## src/rtl/alu_branch_pkg.sv

```systemverilog
// Shared encodings for alu_branch_ctrl: ALU control codes, alu_op/branch funct3
// encodings and the 2-bit saturating prediction counter.
package alu_branch_pkg;

  localparam int unsigned ALU_CTRL_W = 4;

  localparam logic [3:0] ALU_ADD  = 4'b0000;
  localparam logic [3:0] ALU_SLL  = 4'b0001;
  localparam logic [3:0] ALU_SUB  = 4'b0010;
  localparam logic [3:0] ALU_XOR  = 4'b0100;
  localparam logic [3:0] ALU_SRL  = 4'b0101;
  localparam logic [3:0] ALU_OR   = 4'b0110;
  localparam logic [3:0] ALU_AND  = 4'b0111;
  localparam logic [3:0] ALU_SRA  = 4'b1101;
  localparam logic [3:0] ALU_SLT  = 4'b1011;
  localparam logic [3:0] ALU_SLTU = 4'b1100;

  typedef enum logic [1:0] {
    AOP_ADD    = 2'b00,
    AOP_BRANCH = 2'b01,
    AOP_RI     = 2'b10,
    AOP_RSVD   = 2'b11
  } alu_op_e;

  localparam logic [2:0] F3_BEQ  = 3'b000;
  localparam logic [2:0] F3_BNE  = 3'b001;
  localparam logic [2:0] F3_BLT  = 3'b100;
  localparam logic [2:0] F3_BGE  = 3'b101;
  localparam logic [2:0] F3_BLTU = 3'b110;
  localparam logic [2:0] F3_BGEU = 3'b111;

  typedef logic [1:0] bht_ctr_t;
  localparam bht_ctr_t CTR_RESET = 2'b01;

  function automatic bht_ctr_t ctr_inc(input bht_ctr_t c);
    return (c == 2'b11) ? c : c + 2'b01;
  endfunction

  function automatic bht_ctr_t ctr_dec(input bht_ctr_t c);
    return (c == 2'b00) ? c : c - 2'b01;
  endfunction

  function automatic bht_ctr_t ctr_update(input bht_ctr_t c, input logic taken);
    return taken ? ctr_inc(c) : ctr_dec(c);
  endfunction

endpackage

```

## src/rtl/alu_branch_ctrl_bht.sv

```systemverilog
// branch_hist_table: array of 2-bit saturating counters, one combinational read
// port and one synchronous update port; async reset to weakly not-taken.
module branch_hist_table
  import alu_branch_pkg::*;
#(
  parameter int unsigned BHT_DEPTH = 16
) (
  input  logic                         clk,
  input  logic                         rst,
  input  logic [$clog2(BHT_DEPTH)-1:0] rd_idx_i,
  output bht_ctr_t                     rd_ctr_o,
  input  logic                         upd_en_i,
  input  logic [$clog2(BHT_DEPTH)-1:0] upd_idx_i,
  input  logic                         upd_taken_i
);

  bht_ctr_t ctr_q [BHT_DEPTH];

  always_ff @(posedge clk or posedge rst) begin
    if (rst) begin
      for (int unsigned i = 0; i < BHT_DEPTH; i++) ctr_q[i] <= CTR_RESET;
    end else if (upd_en_i) begin
      ctr_q[upd_idx_i] <= ctr_update(ctr_q[upd_idx_i], upd_taken_i);
    end
  end

  assign rd_ctr_o = ctr_q[rd_idx_i];

endmodule

```

## src/rtl/alu_branch_ctrl.sv

```systemverilog
// alu_branch_ctrl: registered ALU-control decode plus single-outstanding branch
// resolve. Define ALU_BRANCH_CTRL_BHT_EN to enable the 2-bit counter predictor.
module alu_branch_ctrl
  import alu_branch_pkg::*;
#(
  parameter int unsigned XLEN      = 32,
  parameter int unsigned BHT_DEPTH = 16,
  parameter int unsigned CTRL_W    = ALU_CTRL_W
) (
  input  logic              clk,
  input  logic              rst,
  input  logic              kill,
  input  logic              dec_valid,
  output logic              dec_ready,
  input  logic [XLEN-1:0]   pc,
  input  logic [1:0]        alu_op,
  input  logic [2:0]        funct3,
  input  logic              funct7b5,
  input  logic              op5,
  input  logic              branch,
  output logic [CTRL_W-1:0] alu_ctrl,
  output logic              ctrl_valid,
  output logic              pred_taken,
  output logic              illegal,
  input  logic              res_valid,
  input  logic              zero_f,
  input  logic              neg_f,
  input  logic              carry_f,
  input  logic              ovf_f,
  output logic              res_done,
  output logic              pc_src,
  output logic              mispredict
);

  localparam int unsigned IDX_W = $clog2(BHT_DEPTH);

  logic              pending_q, pending_d;
  logic [2:0]        pend_f3_q, pend_f3_d;
  logic              pend_pred_q, pend_pred_d;
  logic [CTRL_W-1:0] alu_ctrl_q, alu_ctrl_d;
  logic              ctrl_valid_q, ctrl_valid_d;
  logic              illegal_q, illegal_d;
  logic              pred_taken_q, pred_taken_d;
  logic              res_done_q, res_done_d;
  logic              pc_src_q, pc_src_d;
  logic              mispredict_q, mispredict_d;

  logic              accept, resolve, br_accept;
  logic [CTRL_W-1:0] dec_ctrl;
  logic              dec_illegal;
  logic              taken;
  logic              pred_rd;
  logic              unused_pc;

  assign dec_ready = ~pending_q | (res_valid & pending_q);
  assign accept    = dec_valid & dec_ready & ~kill;
  assign resolve   = res_valid & pending_q & ~kill;
  assign br_accept = accept & (alu_op_e'(alu_op) == AOP_BRANCH) & branch;

  always_comb begin
    dec_ctrl    = ALU_ADD;
    dec_illegal = 1'b0;
    case (alu_op_e'(alu_op))
      AOP_ADD:    dec_ctrl = ALU_ADD;
      AOP_BRANCH: begin
        dec_ctrl    = ALU_SUB;
        dec_illegal = (funct3 == 3'b010) || (funct3 == 3'b011);
      end
      AOP_RI: begin
        case (funct3)
          3'b000:  dec_ctrl = (op5 & funct7b5) ? ALU_SUB : ALU_ADD;
          3'b001:  dec_ctrl = ALU_SLL;
          3'b010:  dec_ctrl = ALU_SLT;
          3'b011:  dec_ctrl = ALU_SLTU;
          3'b100:  dec_ctrl = ALU_XOR;
          3'b101:  dec_ctrl = funct7b5 ? ALU_SRA : ALU_SRL;
          3'b110:  dec_ctrl = ALU_OR;
          default: dec_ctrl = ALU_AND;
        endcase
      end
      default: begin
        dec_ctrl    = ALU_ADD;
        dec_illegal = 1'b1;
      end
    endcase
  end

  // Unsupported branch funct3 (010/011) falls to default and resolves not-taken.
  always_comb begin
    taken = 1'b0;
    case (pend_f3_q)
      F3_BEQ:  taken = zero_f;
      F3_BNE:  taken = ~zero_f;
      F3_BLT:  taken = neg_f ^ ovf_f;
      F3_BGE:  taken = ~(neg_f ^ ovf_f);
      F3_BLTU: taken = ~carry_f;
      F3_BGEU: taken = carry_f;
      default: taken = 1'b0;
    endcase
  end

`ifdef ALU_BRANCH_CTRL_BHT_EN
  logic [IDX_W-1:0] pend_idx_q;
  bht_ctr_t         rd_ctr;

  // Read happens before the same-edge update, so a back-to-back accept sees the old counter.
  branch_hist_table #(.BHT_DEPTH(BHT_DEPTH)) u_bht (
    .clk         (clk),
    .rst         (rst),
    .rd_idx_i    (pc[IDX_W+1:2]),
    .rd_ctr_o    (rd_ctr),
    .upd_en_i    (resolve),
    .upd_idx_i   (pend_idx_q),
    .upd_taken_i (taken)
  );

  always_ff @(posedge clk or posedge rst) begin
    if (rst)            pend_idx_q <= '0;
    else if (br_accept) pend_idx_q <= pc[IDX_W+1:2];
  end

  assign pred_rd   = rd_ctr[1];
  assign unused_pc = ^{pc[XLEN-1:IDX_W+2], pc[1:0]};
`else
  assign pred_rd   = 1'b0;
  assign unused_pc = ^pc;
`endif

  always_comb begin
    pending_d    = pending_q;
    pend_f3_d    = pend_f3_q;
    pend_pred_d  = pend_pred_q;
    alu_ctrl_d   = alu_ctrl_q;
    illegal_d    = illegal_q;
    pred_taken_d = pred_taken_q;
    pc_src_d     = pc_src_q;
    mispredict_d = mispredict_q;
    ctrl_valid_d = accept;
    res_done_d   = resolve;
    if (accept) begin
      alu_ctrl_d   = dec_ctrl;
      illegal_d    = dec_illegal;
      pred_taken_d = br_accept & pred_rd;
    end
    if (resolve) begin
      pc_src_d     = taken;
      mispredict_d = taken ^ pend_pred_q;
      pending_d    = 1'b0;
    end
    if (br_accept) begin
      pending_d   = 1'b1;
      pend_f3_d   = funct3;
      pend_pred_d = pred_rd;
    end
    if (kill) begin
      pending_d    = 1'b0;
      pc_src_d     = 1'b0;
      mispredict_d = 1'b0;
    end
  end

  always_ff @(posedge clk or posedge rst) begin
    if (rst) begin
      pending_q    <= 1'b0;
      pend_f3_q    <= '0;
      pend_pred_q  <= 1'b0;
      alu_ctrl_q   <= '0;
      ctrl_valid_q <= 1'b0;
      illegal_q    <= 1'b0;
      pred_taken_q <= 1'b0;
      res_done_q   <= 1'b0;
      pc_src_q     <= 1'b0;
      mispredict_q <= 1'b0;
    end else begin
      pending_q    <= pending_d;
      pend_f3_q    <= pend_f3_d;
      pend_pred_q  <= pend_pred_d;
      alu_ctrl_q   <= alu_ctrl_d;
      ctrl_valid_q <= ctrl_valid_d;
      illegal_q    <= illegal_d;
      pred_taken_q <= pred_taken_d;
      res_done_q   <= res_done_d;
      pc_src_q     <= pc_src_d;
      mispredict_q <= mispredict_d;
    end
  end

  assign alu_ctrl   = alu_ctrl_q;
  assign ctrl_valid = ctrl_valid_q;
  assign illegal    = illegal_q;
  assign pred_taken = pred_taken_q;
  assign res_done   = res_done_q;
  assign pc_src     = pc_src_q;
  assign mispredict = mispredict_q;

endmodule

```

## config.mk

```make
export PLATFORM = sky130hd
export DESIGN_NAME = alu_branch_ctrl
export DESIGN_NICKNAME = d
export VERILOG_FILES = /design/src/rtl/alu_branch_pkg.sv /design/src/rtl/alu_branch_ctrl_bht.sv /design/src/rtl/alu_branch_ctrl.sv
export SDC_FILE = /design/constraint.sdc
export NUM_CORES = 1
export LEC_CHECK = 0
export ABC_CLOCK_PERIOD_IN_PS = 2800
export BUFFER_PORTS_ARGS = -buffer_cell sky130_fd_sc_hd__buf_2
export CORE_UTILIZATION = 39
export CTS_CLUSTER_SIZE = 10
export DETAILED_ROUTE_END_ITERATION = 8
export PLACE_DENSITY = 0.83
export SLEW_MARGIN = 25
export SYNTH_ARGS = -nofsm -noshare
export SYNTH_HDL_FRONTEND = slang
export SYNTH_SLANG_ARGS = --single-unit
```

## constraint.sdc

```tcl
create_clock -name clk -period 2.8 [get_ports clk]
set_clock_uncertainty 0.15 [all_clocks]
set_input_delay 0.14 -clock clk [delete_from_list [all_inputs] [get_ports clk]]
set_output_delay 0.14 -clock clk [all_outputs]
set_load 0.1 [all_outputs]
```

* Yosys cells after proc, flatten, opt, wreduce, memory -nomap -nowiden
Index checks and enable logic that the tools add are counted.
Word-level totals: input bits 49, register bits after elaboration 12, logic and storage cells 52
Operators by class: bitwise gates (word level) 14, reductions and logical operators 7, equal/unequal tests 13, muxes and demuxes 11
Operators by type and width (number):
- 4-bit one-hot mux with 7 select lines | 1
- 3-bit == test, second input constant | 7
- 4-bit one-hot mux with 2 select lines | 1
- 1-bit bitwise AND | 7
- 3-bit by 1-bit == test with 1-bit output, second input constant | 2
- 3-bit by 2-bit == test with 1-bit output, second input constant | 2
- 3-bit zero test | 2
- 1-bit one-hot mux with 6 select lines | 1
- 1-bit two-way mux | 5
- 1-bit NOT | 5
- 4-bit two-way mux | 1
- 3-bit nonzero test | 1
- 2-bit by 1-bit == test with 1-bit output, second input constant | 1
- 2-bit == test, second input constant | 1
- 2-bit zero test | 1
- 2-bit two-way mux | 1
- 1-bit one-hot mux with 2 select lines | 1
- 2-bit nonzero test | 1
- 2-bit OR reduction | 1
- 1-bit logical OR | 1
- 1-bit OR | 1
- 1-bit bitwise XOR | 1

* Logic depth before layout (Yosys ltp)
depth in word-level cells 8, mapped depth 5

* Worst setup path before layout
No wires, ideal clock.
path type flip-flop to output port, start point register mispredict (netlist name), end point output pc_src, arrival time 1.340 ns, data required time 2.510 ns, cell stages (with the launch flop) 2, slack 1.170 ns, cells stage by stage dfrtp_1 > buf_4
RTL lines:
- end, declared | RTL line alu_branch_ctrl.sv:31 | output logic pc_src,

* Worst setup path in the final report
start point input res_valid, end point output dec_ready
Between the ends: cells in the longest elaborated chain, start to end 2
Ends and longest elaborated chain:
- start, declared | RTL line alu_branch_ctrl.sv:25 | input logic res_valid,
- 1-bit bitwise AND | RTL line alu_branch_ctrl.sv:55 | assign dec_ready = ~pending_q | (res_valid & pending_q);
- 1-bit OR | RTL line alu_branch_ctrl.sv:55
- end, declared | RTL line alu_branch_ctrl.sv:14 | output logic dec_ready,
No other way between the ends.

==> flow_metrics.py <==
metrics = {
    "outcome": {
        "status": "finished with violations",
        "violations": "design-rule violations",
    },
    "worst_setup_path": {
        "critPathCaptureType": "output pin",
        "crit_fanout": 3,
        "cp.required_ns": 2.51,
        "path_class": "primary input to output pin",
        "cp-start-kind": "primary input",
        "arrival_ns": 1.35,
    },
    "cts": {
        "root_buffer": "clkbuf_4",
        "cts.repair.resized": 0,
        "cts_tree": "done",
        "cts.htree.levels": 1,
        "postCtsSetupRepairBufs": 0,
        "clkTransAtPathRegs_ns": 0.08,
        "clock_latency_ns": 0.27,
        "clockBufferDepth": 2,
        "cts.sinks": 12,
        "cts_inserted_buffers": 3,
    },
    "timing": {
        "fin_tns_setup_ns": 0,
        "finalHoldViolCount": 0,
        "setup_viol": 0,
        "finalCriticalPeriod_ns": 1.64,
        "slew_viol_final": 0,
        "fmax_ghz": 0.610,
        "finalCritPeriodShare": 0.586,
        "rsz0062_at_grt": "no",
    },
    "route": {
        "firstDrtPassIters": 6,
        "wl_per_cell_um": 11.6,
        "drc": 2,
        "vias": 573,
        "vias_per_cell": 5.12,
        "initialDrtViolationCount": 13,
        "wirelength_um": 1300,
        "drtAntennaViolNets": 0,
    },
    "floorplanning": {
        "row_count": 14,
        "start_util": 0.433,
        "die_y_um": 43.6,
        "io_pins": 60,
        "core-area_sq_um": 1560,
        "dieArea_sq_um": 1900,
        "die_x_um": 43.6,
    },
    "grt": {
        "grt_pass1_vias": 540,
        "grt_max_degree": 13,
        "gr-total-overflow": 0,
        "grt_pass1_wl_um": 2190,
        "antenna_found_initial": 0,
        "track_usage": 0.154,
    },
    "place": {
        "dp_hpwl_um": 958,
        "dpl-instance-area_sq_um": 798,
        "place.gp.congestion": 0.835,
        "placedCellCount": 103,
        "port_buffers": 26,
    },
    "run": {
        "max-cap-violations": 0,
    },
    "final_layout": {
        "postLayoutCellArea_sq_um": 885,
        "fin_cells": 112,
        "drive_above_1_share": 0.354,
        "diodes": 0,
        "syn_to_final_growth_pct": 31.2,
        "nets": 149,
    },
    "synth": {
        "syn_inst": 64,
        "syn_area_per_cell_sq_um": 10.5,
        "syn_area_sq_um": 674,
        "synth-seq-cells": 12,
        "yosys_most_used_dff": "dfrtp_1",
        "ys_async_sr_fraction": 1.00,
        "synth.area.top_cells": "dfrtp_1, xnor2_1, ha_1, mux2_1, nand2_1",
        "synth_area_leader_cell": "dfrtp_1",
        "synth_nets": 116,
        "yosysWarnings": 0,
        "ys_seq_area_frac": 0.445,
        "yosysUniqueCellTypes": 26,
        "synth_top_area_frac": 0.445,
        "synth-edff-count": 0,
    },
    "power": {
        "peakVddDrop_v": 0.000198,
        "finalPower_uw": 492,
        "p_leak_uw": 0.000453,
        "power_density_nw_per_um2": 556,
    },
    "worst_hold_path": {
        "hold_class": "primary input to flop",
    },
}
[registers in the layout, summed over array words and instances (netlist names)]
signal	cells
pending_q	1
alu_ctrl	4
illegal	1
pend_f3_q	3
res_done	1
ctrl_valid	1
mispredict	1
[metal layers]
metal | global-route usage | part of all wire | wire [um] | vias up
li1 | - | - | - | 280
met1 | 0.182 | 0.42 | 550 | 267
met2 | 0.275 | 0.51 | 663 | 24
met3 | 0.0167 | 0.053 | 69 | 2
met4 | 0.0750 | 0.011 | 14 | 0
met5 | 0 | 0 | 0 | -
[placed cells by master (no fill, tap or decap)]
cell type / count
a211oi_1: 1
a21oi_1: 4
a22o_1: 1
a311oi_1: 1
a31oi_1: 2
buf_2: 26
clkbuf_4: 3
clkbuf_8: 1
conb_1: 1
dfrtp_1: 12
dlygate4sd3_1: 5
ha_1: 3
inv_1: 4
mux2_1: 3
nand2_1: 7
nand2b_1: 2
nand2b_4: 1
nand3_1: 1
nand3b_1: 1
nand3b_4: 1
nor2_1: 2
nor2_2: 1
nor2b_1: 2
nor3_2: 1
o21ai_1: 1
o21bai_1: 1
o31ai_1: 3
xnor2_1: 5
[critical path: stages]
cell	delay (ns)
dlygate4sd3_1	0.52
buf_2	0.12
nand2b_4	0.14
buf_2	0.43
[cell families (layout without fill, tap and decap cells)]
kind of cell | after synthesis | after routing | synth area share
other cells | 1 | 1 | 0.00556
buf+inv | 7 | 39 | 0.0612
compound gates | 14 | 14 | 0.137
simple gates | 19 | 19 | 0.180
xor+xnor | 5 | 5 | 0.0649
mux | 3 | 3 | 0.0501
flops | 12 | 12 | 0.445
fa+ha+maj | 3 | 3 | 0.0557
[cell usage after synthesis (all sizes together), types with 2 or more instances]
library cell and count:
a21oi 4, a31oi 2, buf 3, dfrtp 12, ha 3, inv 4
mux2 3, nand2 7, nand2b 3, nand3b 2, nor2 3, nor2b 2
o31ai 3, xnor2 5
[cell type report]
cell class                      instances  area, sq um
Inverter                                4         15.0
Tap cell                               16         20.0
Clock buffer                            4         36.3
Sequential cell                        12          300
Fill cell                             141          674
Timing Repair Buffer                   31          180
Multi-Input combinational cell         45          333
[timing repair]
action	in CTS	in global routing
setup endpoints to repair	0	0
hold buffers	5	0
hold endpoints to repair	16	0
[metrics by stage]
| stage | hold slack (ns) | worst slack, ns | utilization |
|---|---|---|---|
| final | 0.0197 | 1.16 | 0.567 |
| after CTS | 0.0190 | 1.16 | 0.567 |
| after floorplan | -0.145 | 1.17 | - |
| after global routing | 0.0244 | 1.09 | 0.567 |
| after global placement | 0.00303 | 1.34 | 0.512 |
| after detailed placement | 0.0152 | 1.30 | 0.512 |
[path summary, 6_finish.rpt]
path | start | end | slack [ns] | cells past startpoint
min reg2reg | alu_ctrl[0] | alu_ctrl[0] | 0.32 | 2
max in group asynchronous | rst | ctrl_valid | 1.93 | 3
min in group asynchronous | rst | pending_q | 0.26 | 3
min | funct3[2] | pend_f3_q[2] | 0.02 | 2
max reg2reg | pending_q | pend_f3_q[2] | 1.30 | 4
max | res_valid | dec_ready | 1.16 | 4
[where the power goes]
part           leakage, uW  total (uW)  internal, uW  switching, uW
registers         0.000159         207           191           16.6
logic             0.000273         147          47.9           99.0
clock network    0.0000210         137          79.0           58.5
Power figures use the tool's default switching activity.
